### src/rtl/fwnoc_mesh_pkg.sv
// fwnoc_mesh_pkg: shared types and helpers for the mesh NoC.
//   dir_e       router side / edge direction (NORTH=0, SOUTH=1, EAST=2, WEST=3;
//               opposite direction is dir ^ 1)
//   header      [7:0] destination port, [15:8] payload length, [31:16] user
//   n_ports_calc, port_loc (port -> router x,y + exit side), route_dir (XY routing)
package fwnoc_mesh_pkg;
  localparam int FLIT_W   = 32;
  localparam int DEST_LSB = 0;
  localparam int DEST_W   = 8;
  localparam int LEN_LSB  = 8;
  localparam int LEN_W    = 8;

  typedef enum logic [1:0] {NORTH = 2'd0, SOUTH = 2'd1, EAST = 2'd2, WEST = 2'd3} dir_e;

  typedef struct packed {
    logic [7:0] x;
    logic [7:0] y;
    dir_e       dir;
  } loc_t;

  function automatic int n_ports_calc(input int xs, input int ys);
    return 2 * (xs + ys);
  endfunction

  // y=0 is the north row; ports run N, S, W, E.
  function automatic loc_t port_loc(input int p, input int xs, input int ys);
    loc_t l;
    l.x = '0; l.y = '0; l.dir = NORTH;
    if (p < xs) begin
      l.x = 8'(p);
    end else if (p < 2*xs) begin
      l.x = 8'(p - xs); l.y = 8'(ys - 1); l.dir = SOUTH;
    end else if (p < 2*xs + ys) begin
      l.y = 8'(p - 2*xs); l.dir = WEST;
    end else begin
      l.x = 8'(xs - 1); l.y = 8'(p - 2*xs - ys); l.dir = EAST;
    end
    return l;
  endfunction

  // Dimension-order: resolve X first, then Y, then leave on the port's side.
  function automatic dir_e route_dir(input logic [7:0] cx, input logic [7:0] cy,
                                     input logic [7:0] dest, input int xs, input int ys);
    loc_t d;
    d = port_loc(int'(dest), xs, ys);
    if (d.x > cx) return EAST;
    if (d.x < cx) return WEST;
    if (d.y > cy) return SOUTH;
    if (d.y < cy) return NORTH;
    return d.dir;
  endfunction
endpackage

### src/rtl/fwnoc_mesh_if.sv
// fwnoc_mesh_if: perimeter edge-port bundle. Port p uses dat bits [32p+31:32p].
//   i_*  ingress (agent -> mesh), e_*  egress (mesh -> agent), ready/valid.
//   master = endpoint agents, slave = the mesh.
interface fwnoc_mesh_if #(parameter int N_PORTS = 8);
  import fwnoc_mesh_pkg::*;
  logic [FLIT_W*N_PORTS-1:0] i_dat;
  logic [N_PORTS-1:0]        i_valid;
  logic [N_PORTS-1:0]        i_ready;
  logic [FLIT_W*N_PORTS-1:0] e_dat;
  logic [N_PORTS-1:0]        e_valid;
  logic [N_PORTS-1:0]        e_ready;

  modport master (output i_dat, i_valid, e_ready, input i_ready, e_dat, e_valid);
  modport slave  (input i_dat, i_valid, e_ready, output i_ready, e_dat, e_valid);
endinterface

### src/rtl/fwnoc_mesh_router.sv
// fwnoc_mesh_router: one wormhole router at (RX,RY).
//   in_*  four directional inputs (index = dir_e), each into a FIFO_DEPTH FIFO
//   out_* four directional outputs, driven combinationally from FIFO heads
// A header locks its output until LEN payload flits pass; per-output round-robin
// among pending headers. Headers with a destination >= N_PORTS are swallowed
// together with their payload.
module fwnoc_mesh_router
  import fwnoc_mesh_pkg::*;
#(
  parameter int FIFO_DEPTH = 4,
  parameter int X_SIZE     = 2,
  parameter int Y_SIZE     = 2,
  parameter int RX         = 0,
  parameter int RY         = 0
) (
  input  logic                   clock,
  input  logic                   reset,
  input  logic [3:0][FLIT_W-1:0] in_dat,
  input  logic [3:0]             in_valid,
  output logic [3:0]             in_ready,
  output logic [3:0][FLIT_W-1:0] out_dat,
  output logic [3:0]             out_valid,
  input  logic [3:0]             out_ready
);
  localparam int NP = n_ports_calc(X_SIZE, Y_SIZE);
  localparam int PW = $clog2(FIFO_DEPTH);
  localparam int CW = $clog2(FIFO_DEPTH + 1);

  logic                   up;       // low during and one cycle after reset: holds i_ready low
  logic [3:0][FLIT_W-1:0] head;
  logic [3:0]             hv, pop, busy, drop, bad, tail_i;
  dir_e                   want [4];
  logic [3:0]             oxfer;
  logic [1:0]             osel [4];

  always_ff @(posedge clock) up <= reset;

  for (genvar i = 0; i < 4; i++) begin : g_in
    logic [FIFO_DEPTH-1:0][FLIT_W-1:0] mem;
    logic [PW-1:0]    wp, rp;
    logic [CW-1:0]    fcnt;
    logic [LEN_W-1:0] rem, hlen;
    logic             busy_q, drop_q, push;

    assign in_ready[i] = up && (fcnt != CW'(FIFO_DEPTH));
    assign push        = in_valid[i] && in_ready[i];
    assign hv[i]       = (fcnt != '0);
    assign head[i]     = mem[rp];
    assign hlen        = head[i][LEN_LSB +: LEN_W];
    assign bad[i]      = head[i][DEST_LSB +: DEST_W] >= 8'(NP);
    assign want[i]     = route_dir(8'(RX), 8'(RY), head[i][DEST_LSB +: DEST_W], X_SIZE, Y_SIZE);
    assign busy[i]     = busy_q;
    assign drop[i]     = drop_q;
    // head is the last flit of its packet (payload count hits 1, or LEN=0 header)
    assign tail_i[i]   = busy_q ? (rem == LEN_W'(1)) : (hlen == '0);

    always_ff @(posedge clock) if (push) mem[wp] <= in_dat[i];

    always_ff @(posedge clock) begin
      if (!reset) begin
        wp <= '0; rp <= '0; fcnt <= '0;
        busy_q <= 1'b0; drop_q <= 1'b0; rem <= '0;
      end else begin
        if (push) wp <= (wp == PW'(FIFO_DEPTH-1)) ? '0 : wp + 1'b1;
        if (pop[i]) rp <= (rp == PW'(FIFO_DEPTH-1)) ? '0 : rp + 1'b1;
        fcnt <= fcnt + CW'(push) - CW'(pop[i]);
        if (pop[i]) begin
          if (!busy_q) begin
            busy_q <= (hlen != '0);
            drop_q <= bad[i];
            rem    <= hlen;
          end else begin
            rem <= rem - 1'b1;
            if (rem == LEN_W'(1)) begin busy_q <= 1'b0; drop_q <= 1'b0; end
          end
        end
      end
    end
  end

  for (genvar o = 0; o < 4; o++) begin : g_out
    logic       locked, any, xfer;
    logic [1:0] owner, rr, win, sel, idx;
    logic [3:0] rq;

    always_comb begin
      rq = '0;
      for (int i = 0; i < 4; i++)
        rq[i] = hv[i] && !busy[i] && !bad[i] && (want[i] == dir_e'(o));
    end

    always_comb begin
      win = rr; any = 1'b0; idx = rr;
      for (int k = 0; k < 4; k++) begin
        idx = rr + 2'(k);
        if (!any && rq[idx]) begin win = idx; any = 1'b1; end
      end
    end

    // The arbiter winner is locked in even before its header moves so the
    // presented flit cannot change while the downstream link stalls.
    assign sel          = locked ? owner : win;
    assign out_valid[o] = locked ? hv[owner] : any;
    assign out_dat[o]   = head[sel];
    assign xfer         = out_valid[o] && out_ready[o];
    assign oxfer[o]     = xfer;
    assign osel[o]      = sel;

    always_ff @(posedge clock) begin
      if (!reset) begin
        locked <= 1'b0; owner <= '0; rr <= '0;
      end else if (xfer && tail_i[sel]) begin
        locked <= 1'b0;
        rr     <= sel + 2'd1;
      end else if (!locked && any) begin
        locked <= 1'b1;
        owner  <= win;
      end
    end
  end

  // Pop on a forwarded flit, or self-pop while discarding a bad packet.
  always_comb begin
    pop = '0;
    for (int i = 0; i < 4; i++) begin
      pop[i] = hv[i] && (busy[i] ? drop[i] : bad[i]);
      for (int o = 0; o < 4; o++)
        if (oxfer[o] && osel[o] == 2'(i)) pop[i] = 1'b1;
    end
  end
endmodule

### src/rtl/fwnoc_mesh.sv
// fwnoc_mesh: X_SIZE x Y_SIZE wormhole mesh, 32-bit flits, XY routing.
//   clock  rising-edge clock
//   reset  synchronous active-low reset
//   bus    perimeter edge ports (N: x, S: X+x, W: 2X+y, E: 2X+Y+y)
// Routers sitting on the perimeter expose their outward side on bus; every
// other side is a point-to-point link to the neighbouring router.
module fwnoc_mesh
  import fwnoc_mesh_pkg::*;
#(
  parameter int FIFO_DEPTH = 4,
  parameter int X_SIZE     = 2,
  parameter int Y_SIZE     = 2
) (
  input  logic         clock,
  input  logic         reset,
  fwnoc_mesh_if.slave  bus
);
  localparam int NR = X_SIZE * Y_SIZE;

  logic [3:0][FLIT_W-1:0] rid [NR];
  logic [3:0][FLIT_W-1:0] rod [NR];
  logic [3:0]             riv [NR];
  logic [3:0]             rir [NR];
  logic [3:0]             rov [NR];
  logic [3:0]             ror [NR];

  for (genvar y = 0; y < Y_SIZE; y++) begin : g_y
    for (genvar x = 0; x < X_SIZE; x++) begin : g_x
      localparam int R = y * X_SIZE + x;

      fwnoc_mesh_router #(
        .FIFO_DEPTH(FIFO_DEPTH), .X_SIZE(X_SIZE), .Y_SIZE(Y_SIZE), .RX(x), .RY(y)
      ) u_rtr (
        .clock    (clock),
        .reset    (reset),
        .in_dat   (rid[R]),
        .in_valid (riv[R]),
        .in_ready (rir[R]),
        .out_dat  (rod[R]),
        .out_valid(rov[R]),
        .out_ready(ror[R])
      );

      for (genvar d = 0; d < 4; d++) begin : g_d
        localparam int  NX   = (d == int'(EAST))  ? x + 1 : (d == int'(WEST))  ? x - 1 : x;
        localparam int  NY   = (d == int'(SOUTH)) ? y + 1 : (d == int'(NORTH)) ? y - 1 : y;
        localparam bit  EDGE = (NX < 0) || (NX >= X_SIZE) || (NY < 0) || (NY >= Y_SIZE);
        localparam int  EP   = (d == int'(NORTH)) ? x :
                               (d == int'(SOUTH)) ? X_SIZE + x :
                               (d == int'(WEST))  ? 2*X_SIZE + y : 2*X_SIZE + Y_SIZE + y;
        localparam int  OD   = d ^ 1;

        if (EDGE) begin : g_edge
          assign rid[R][d]                  = bus.i_dat[FLIT_W*EP +: FLIT_W];
          assign riv[R][d]                  = bus.i_valid[EP];
          assign bus.i_ready[EP]            = rir[R][d];
          assign bus.e_dat[FLIT_W*EP +: FLIT_W] = rod[R][d];
          assign bus.e_valid[EP]            = rov[R][d];
          assign ror[R][d]                  = bus.e_ready[EP];
        end else begin : g_link
          localparam int NB = NY * X_SIZE + NX;
          assign rid[R][d]   = rod[NB][OD];
          assign riv[R][d]   = rov[NB][OD];
          assign ror[NB][OD] = rir[R][d];
        end
      end
    end
  end
endmodule

### src/flat_wrapper.sv
// flat-port wrapper written by rule: the top's interface ports become plain ports
module fwnoc_mesh_flat import fwnoc_mesh_pkg::*;
#(
  parameter int FIFO_DEPTH = 4,
  parameter int X_SIZE     = 2,
  parameter int Y_SIZE     = 2
)
  (clock, reset, bus_i_dat, bus_i_valid, bus_e_ready, bus_i_ready, bus_e_dat, bus_e_valid);
  fwnoc_mesh_if #(.N_PORTS(8)) bus_i ();
  input  logic clock;
  input  logic reset;
  input wire logic [$bits(bus_i.i_dat)-1:0] bus_i_dat;
  input wire logic [$bits(bus_i.i_valid)-1:0] bus_i_valid;
  input wire logic [$bits(bus_i.e_ready)-1:0] bus_e_ready;
  output wire logic [$bits(bus_i.i_ready)-1:0] bus_i_ready;
  output wire logic [$bits(bus_i.e_dat)-1:0] bus_e_dat;
  output wire logic [$bits(bus_i.e_valid)-1:0] bus_e_valid;
  assign bus_i.i_dat = bus_i_dat;
  assign bus_i.i_valid = bus_i_valid;
  assign bus_i.e_ready = bus_e_ready;
  assign bus_i_ready = bus_i.i_ready;
  assign bus_e_dat = bus_i.e_dat;
  assign bus_e_valid = bus_i.e_valid;
  fwnoc_mesh #(.FIFO_DEPTH(FIFO_DEPTH), .X_SIZE(X_SIZE), .Y_SIZE(Y_SIZE)) u_core (.clock(clock), .reset(reset), .bus(bus_i));
endmodule
### config.mk
export PLATFORM = sky130hd
export DESIGN_NAME = fwnoc_mesh_flat
export DESIGN_NICKNAME = d
export VERILOG_FILES = /design/src/rtl/fwnoc_mesh_pkg.sv /design/src/rtl/fwnoc_mesh_if.sv /design/src/rtl/fwnoc_mesh_router.sv /design/src/rtl/fwnoc_mesh.sv /design/src/flat_wrapper.sv
export SDC_FILE = /design/constraint.sdc
export NUM_CORES = 2
export LEC_CHECK = 0
export CAP_MARGIN = 20
export CORE_MARGIN = 5
export CORE_UTILIZATION = 39
export DETAILED_ROUTE_END_ITERATION = 8
export GPL_TIMING_DRIVEN = 0
export PLACE_DENSITY = 0.67
export SETUP_SLACK_MARGIN = 0.2
export SKIP_LAST_GASP = 1
export SYNTH_ARGS = -nofsm -noshare
export SYNTH_HDL_FRONTEND = slang
export SYNTH_SLANG_ARGS = --single-unit
export TNS_END_PERCENT = 30
### constraint.sdc
create_clock -name clock -period 7 [get_ports clock]
set_input_delay 1.4 -clock clock [delete_from_list [all_inputs] [get_ports clock]]
set_output_delay 1.4 -clock clock [all_outputs]
set_load 0.01 [all_outputs]
==> results.py <==
metrics = {
    "worst_setup_path": {
        "crit_buf_inv": 8,
        "required_ns": 5.60,
        "cpMostUsedCell": "buf_8",
        "cp_slowest_cell": "mux4_2",
        "endpoint_kind": "output port",
        "crit_arrival_ns": 5.81,
        "cp_slowest_stage_delay_ns": 0.63,
        "critical_path_class": "reg2out",
        "cp_cell_sequence": "buf_8 -> mux4_2 -> buf_8 -> inv_2 -> ha_1 -> clkbuf_4 -> nand2_1 -> mux2_2 -> o32ai_1 -> o2111ai_2 -> o211ai_1 -> o31ai_1 -> nor3_2 -> or2_4 -> mux2i_4 -> buf_6 -> buf_8 -> buf_16 -> mux2i_2 -> a21oi_2 -> buf_2",
        "path_max_fanout": 10,
        "worst_setup_path_start_kind": "flop",
        "crit_family": "compound AO/OA/AOI/OAI gates",
    },
    "clock_tree": {
        "cts.path.max_buffers": 4,
        "cts.clk_slew.worst_paths_ns": 0.06,
        "root_buffer": "clkbuf_16",
        "clock-sinks": 2401,
        "cts_tree": "done",
        "clock_latency_ns": 0.90,
        "cts_max_level": 5,
        "cts_buffers": 266,
    },
    "floorplanning": {
        "die_width_um": 568,
        "core_area_mm2": 0.311,
        "placementRows": 205,
        "chipHeight_um": 568,
        "io_pins": 546,
        "start_util_pct": 39.0,
        "die_area_mm2": 0.323,
    },
    "sta": {
        "period_needed_ns": 7.21,
        "hold_viol_final": 0,
        "worst_slew_pin_slew_ns": 1.31,
        "grt_setup_unrepaired": "true",
        "finalClockSkew_ns": 0.0429,
        "slew_viol_final": 0,
        "tns_ns": -14.44,
        "setup_ws_ns": -0.215,
        "setup_violations": 164,
        "whs_ns": 0.461,
        "relSlewSlack_pct": 12.6,
        "min_period_over_period_pct": 103,
        "fmax_ghz": 0.139,
    },
    "worst_hold_path": {
        "min_path_type": "reg2reg",
    },
    "cells_and_area": {
        "fin_cells": 15500,
        "synthToLayoutAreaGrowth_pct": 27.9,
        "fin_nets": 11700,
        "finish.instance_area_mm2": 0.155,
        "drive_gt1_share_pct": 28.1,
    },
    "logic_synthesis": {
        "synth-seq-area-share_pct": 56.4,
        "yosysWarnings": 0,
        "synth_cells": 9703,
        "synth_ff_type": "edfxtp_1",
        "synth_seq_cells": 2401,
        "synth.distinct_cells": 109,
        "synthArstFlopShare_pct": 0,
        "syn_area_per_cell_um2": 12.5,
        "synth_area_mm2": 0.121,
        "synth_edf_count": 2048,
        "synth_fp_nets": 10300,
    },
    "pwr": {
        "peakVddDrop_uv": 217,
        "p_per_area_mw_per_mm2": 417,
        "p_leak_nw": 55.1,
    },
    "global_routing": {
        "grt_antenna_before_repair": 42,
        "gr-total-overflow": 0,
        "grtUsageTotal_pct": 28.5,
        "grt_max_degree": 33,
        "grt_pass1_vias": 89900,
        "grt_pass1_wl_mm": 665,
    },
    "job": {
        "drv_cap": 0,
    },
    "place": {
        "placed_area_mm2": 0.133,
        "dp_slack_ns": -2.90,
        "dp_cells": 14400,
        "gp_congestion": 1.02,
        "port_buffers": 545,
        "dp_hpwl_mm": 354,
    },
    "status": {
        "violations": "negative setup slack",
        "status": "complete, but fails checks",
    },
    "detailed_routing": {
        "wl_per_cell_um": 31.3,
        "viasPerCell": 6.16,
        "drc_errors": 0,
        "drtAntennaViolNets": 0,
        "drt-initial-drc-count": 12500,
        "vias": 95200,
        "wl_mm": 485,
        "dr.pass1.iters": 7,
    },
}
routing by layer:
| layer | part of all wire [%] | track usage [%] |
|---|---|---|
| met2 | 42 | 41.7 |
| met1 | 40 | 39.8 |
| met4 | 5.7 | 13.1 |
| met3 | 12 | 7.25 |
| met5 | 0.014 | 0 |
registers in the layout, summed over array words and instances (netlist names):
| register | flops |
|---|---|
| u_core.g_y.g_x.u_rtr.up | 1 |
| u_core.g_y.g_x.u_rtr.g_out.locked | 16 |
| u_core.g_y.g_x.u_rtr.g_out.rr | 32 |
| u_core.g_y.g_x.u_rtr.g_in.wp | 32 |
| u_core.g_y.g_x.u_rtr.g_in.drop_q | 16 |
| u_core.g_y.g_x.u_rtr.g_in.mem | 2048 |
| u_core.g_y.g_x.u_rtr.g_out.owner | 32 |
| u_core.g_y.g_x.u_rtr.g_in.rem | 128 |
| u_core.g_y.g_x.u_rtr.g_in.rp | 32 |
| u_core.g_y.g_x.u_rtr.g_in.busy_q | 16 |
| u_core.g_y.g_x.u_rtr.g_in.fcnt | 48 |
area by class of cell:
type	count	area, µm²
timing repair buffer	1130	10500
sequential	2401	68600
clock inverter	154	1550
inverter	314	1360
tap	4140	5180
antenna	18	45.0
buffer	793	6780
clock buffer	326	7040
fill	26600	156000
multi-input combinational	6182	54300
power breakdown:
part           total (mW)  internal, mW  switching [mW]
logic                32.6          12.1            20.4
registers            18.3          17.6           0.721
clock network        13.9          7.99            5.95
total                64.8          37.7            27.1
synth_stat cells, drive strengths merged, types with 303 or more instances:
master     n  area [µm²]
mux4     528       11900
edfxtp  2048       61500
a211oi   357        2730
inv      303        1140
mux2i    383        3850
dfxtp    353        7070
clkbuf   445        1670
nand2   1204        4520
buf      363        2240
a21oi    601        3020
ha       309        3870
nor2     470        1760
stage by stage:
step	total power, mW	util [%]
3_3_place_gp	44.9	42.5
2_1_floorplan	33.7	-
5_1_grt	66.8	49.9
3_5_place_dp	45.4	42.6
4_1_cts	62.0	48.3
6_report	64.8	49.9
worst paths after layout:
kind	startpoint	endpoint	slack, ns	cells past startpoint
max	u_core.g_y[1].g_x[1].u_rtr.g_in[1].rp[0]	bus_e_dat[116]	-0.21	21
min	u_core.g_y[1].g_x[1].u_rtr.g_out[3].owner[0]	u_core.g_y[1].g_x[1].u_rtr.g_out[3].owner[0]	0.46	2
max reg2reg	u_core.g_y[1].g_x[1].u_rtr.g_in[0].rp[0]	u_core.g_y[1].g_x[1].u_rtr.g_in[2].fcnt[2]	0.12	33
min reg2reg	u_core.g_y[1].g_x[1].u_rtr.g_out[3].owner[0]	u_core.g_y[1].g_x[1].u_rtr.g_out[3].owner[0]	0.46	2
kinds of logic (layout without fill, tap and decap cells):
group                    after synthesis  in the layout  synth area share (%)
AO/OA/AOI/OAI                       1876           1876                  10.4
XOR/XNOR                              74             74                 0.534
adder cells (fa/ha/maj)              325            325                  3.45
buffers and inverters               1122           2717                  4.19
flip-flops                          2401           2401                  56.4
multiplexers                         937            939                  13.2
other                                  0             18                     0
AND/OR/NAND/NOR                     2968           2968                  11.8
worst reg2reg max path, delay by kind of cell (launching register included):
family                   cells  cell delay [ns]
AO/OA/AOI/OAI                8             1.80
buffers and inverters       14             1.73
AND/OR/NAND/NOR              3             0.83
adder cells (fa/ha/maj)      5             1.04
flip-flops                   1             0.35
multiplexers                 1             0.65
XOR/XNOR                     2             0.34
what timing repair did:
item,4_1_cts,5_1_grt
resized for setup,1896,1023
hold buffers,0,0
endpoints found under the setup margin,1924,329
buffers inserted,251,271
pin swaps,196,224
cloned,12,13
layout by cell type (no fill, tap or decap), types with 41 or more instances in the layout:
master / count
dfxtp_1: 336
clkbuf_1: 262
a21oi_2: 75
nor4_1: 54
inv_1: 218
buf_1: 43
a31oi_4: 90
clkbuf_2: 63
a31oi_1: 147
nand2_1: 1183
and2_1: 207
buf_8: 72
or3_1: 73
a211oi_1: 231
clkbuf_16: 308
buf_4: 677
nor2b_1: 104
a21oi_1: 466
a21oi_4: 60
dlygate4sd2_1: 79
edfxtp_1: 2048
clkdlybuf4s50_1: 309
o21ai_0: 106
nor3_1: 120
mux4_2: 528
xnor2_1: 50
mux2i_1: 320
mux2i_4: 42
nand3_1: 101
inv_2: 41
a211oi_2: 85
buf_12: 62
ha_1: 274
clkinv_1: 53
nor2_1: 445
buf_6: 154
a211oi_4: 41
and3_1: 205
buf_2: 77
Power figures use the tool's default switching activity.
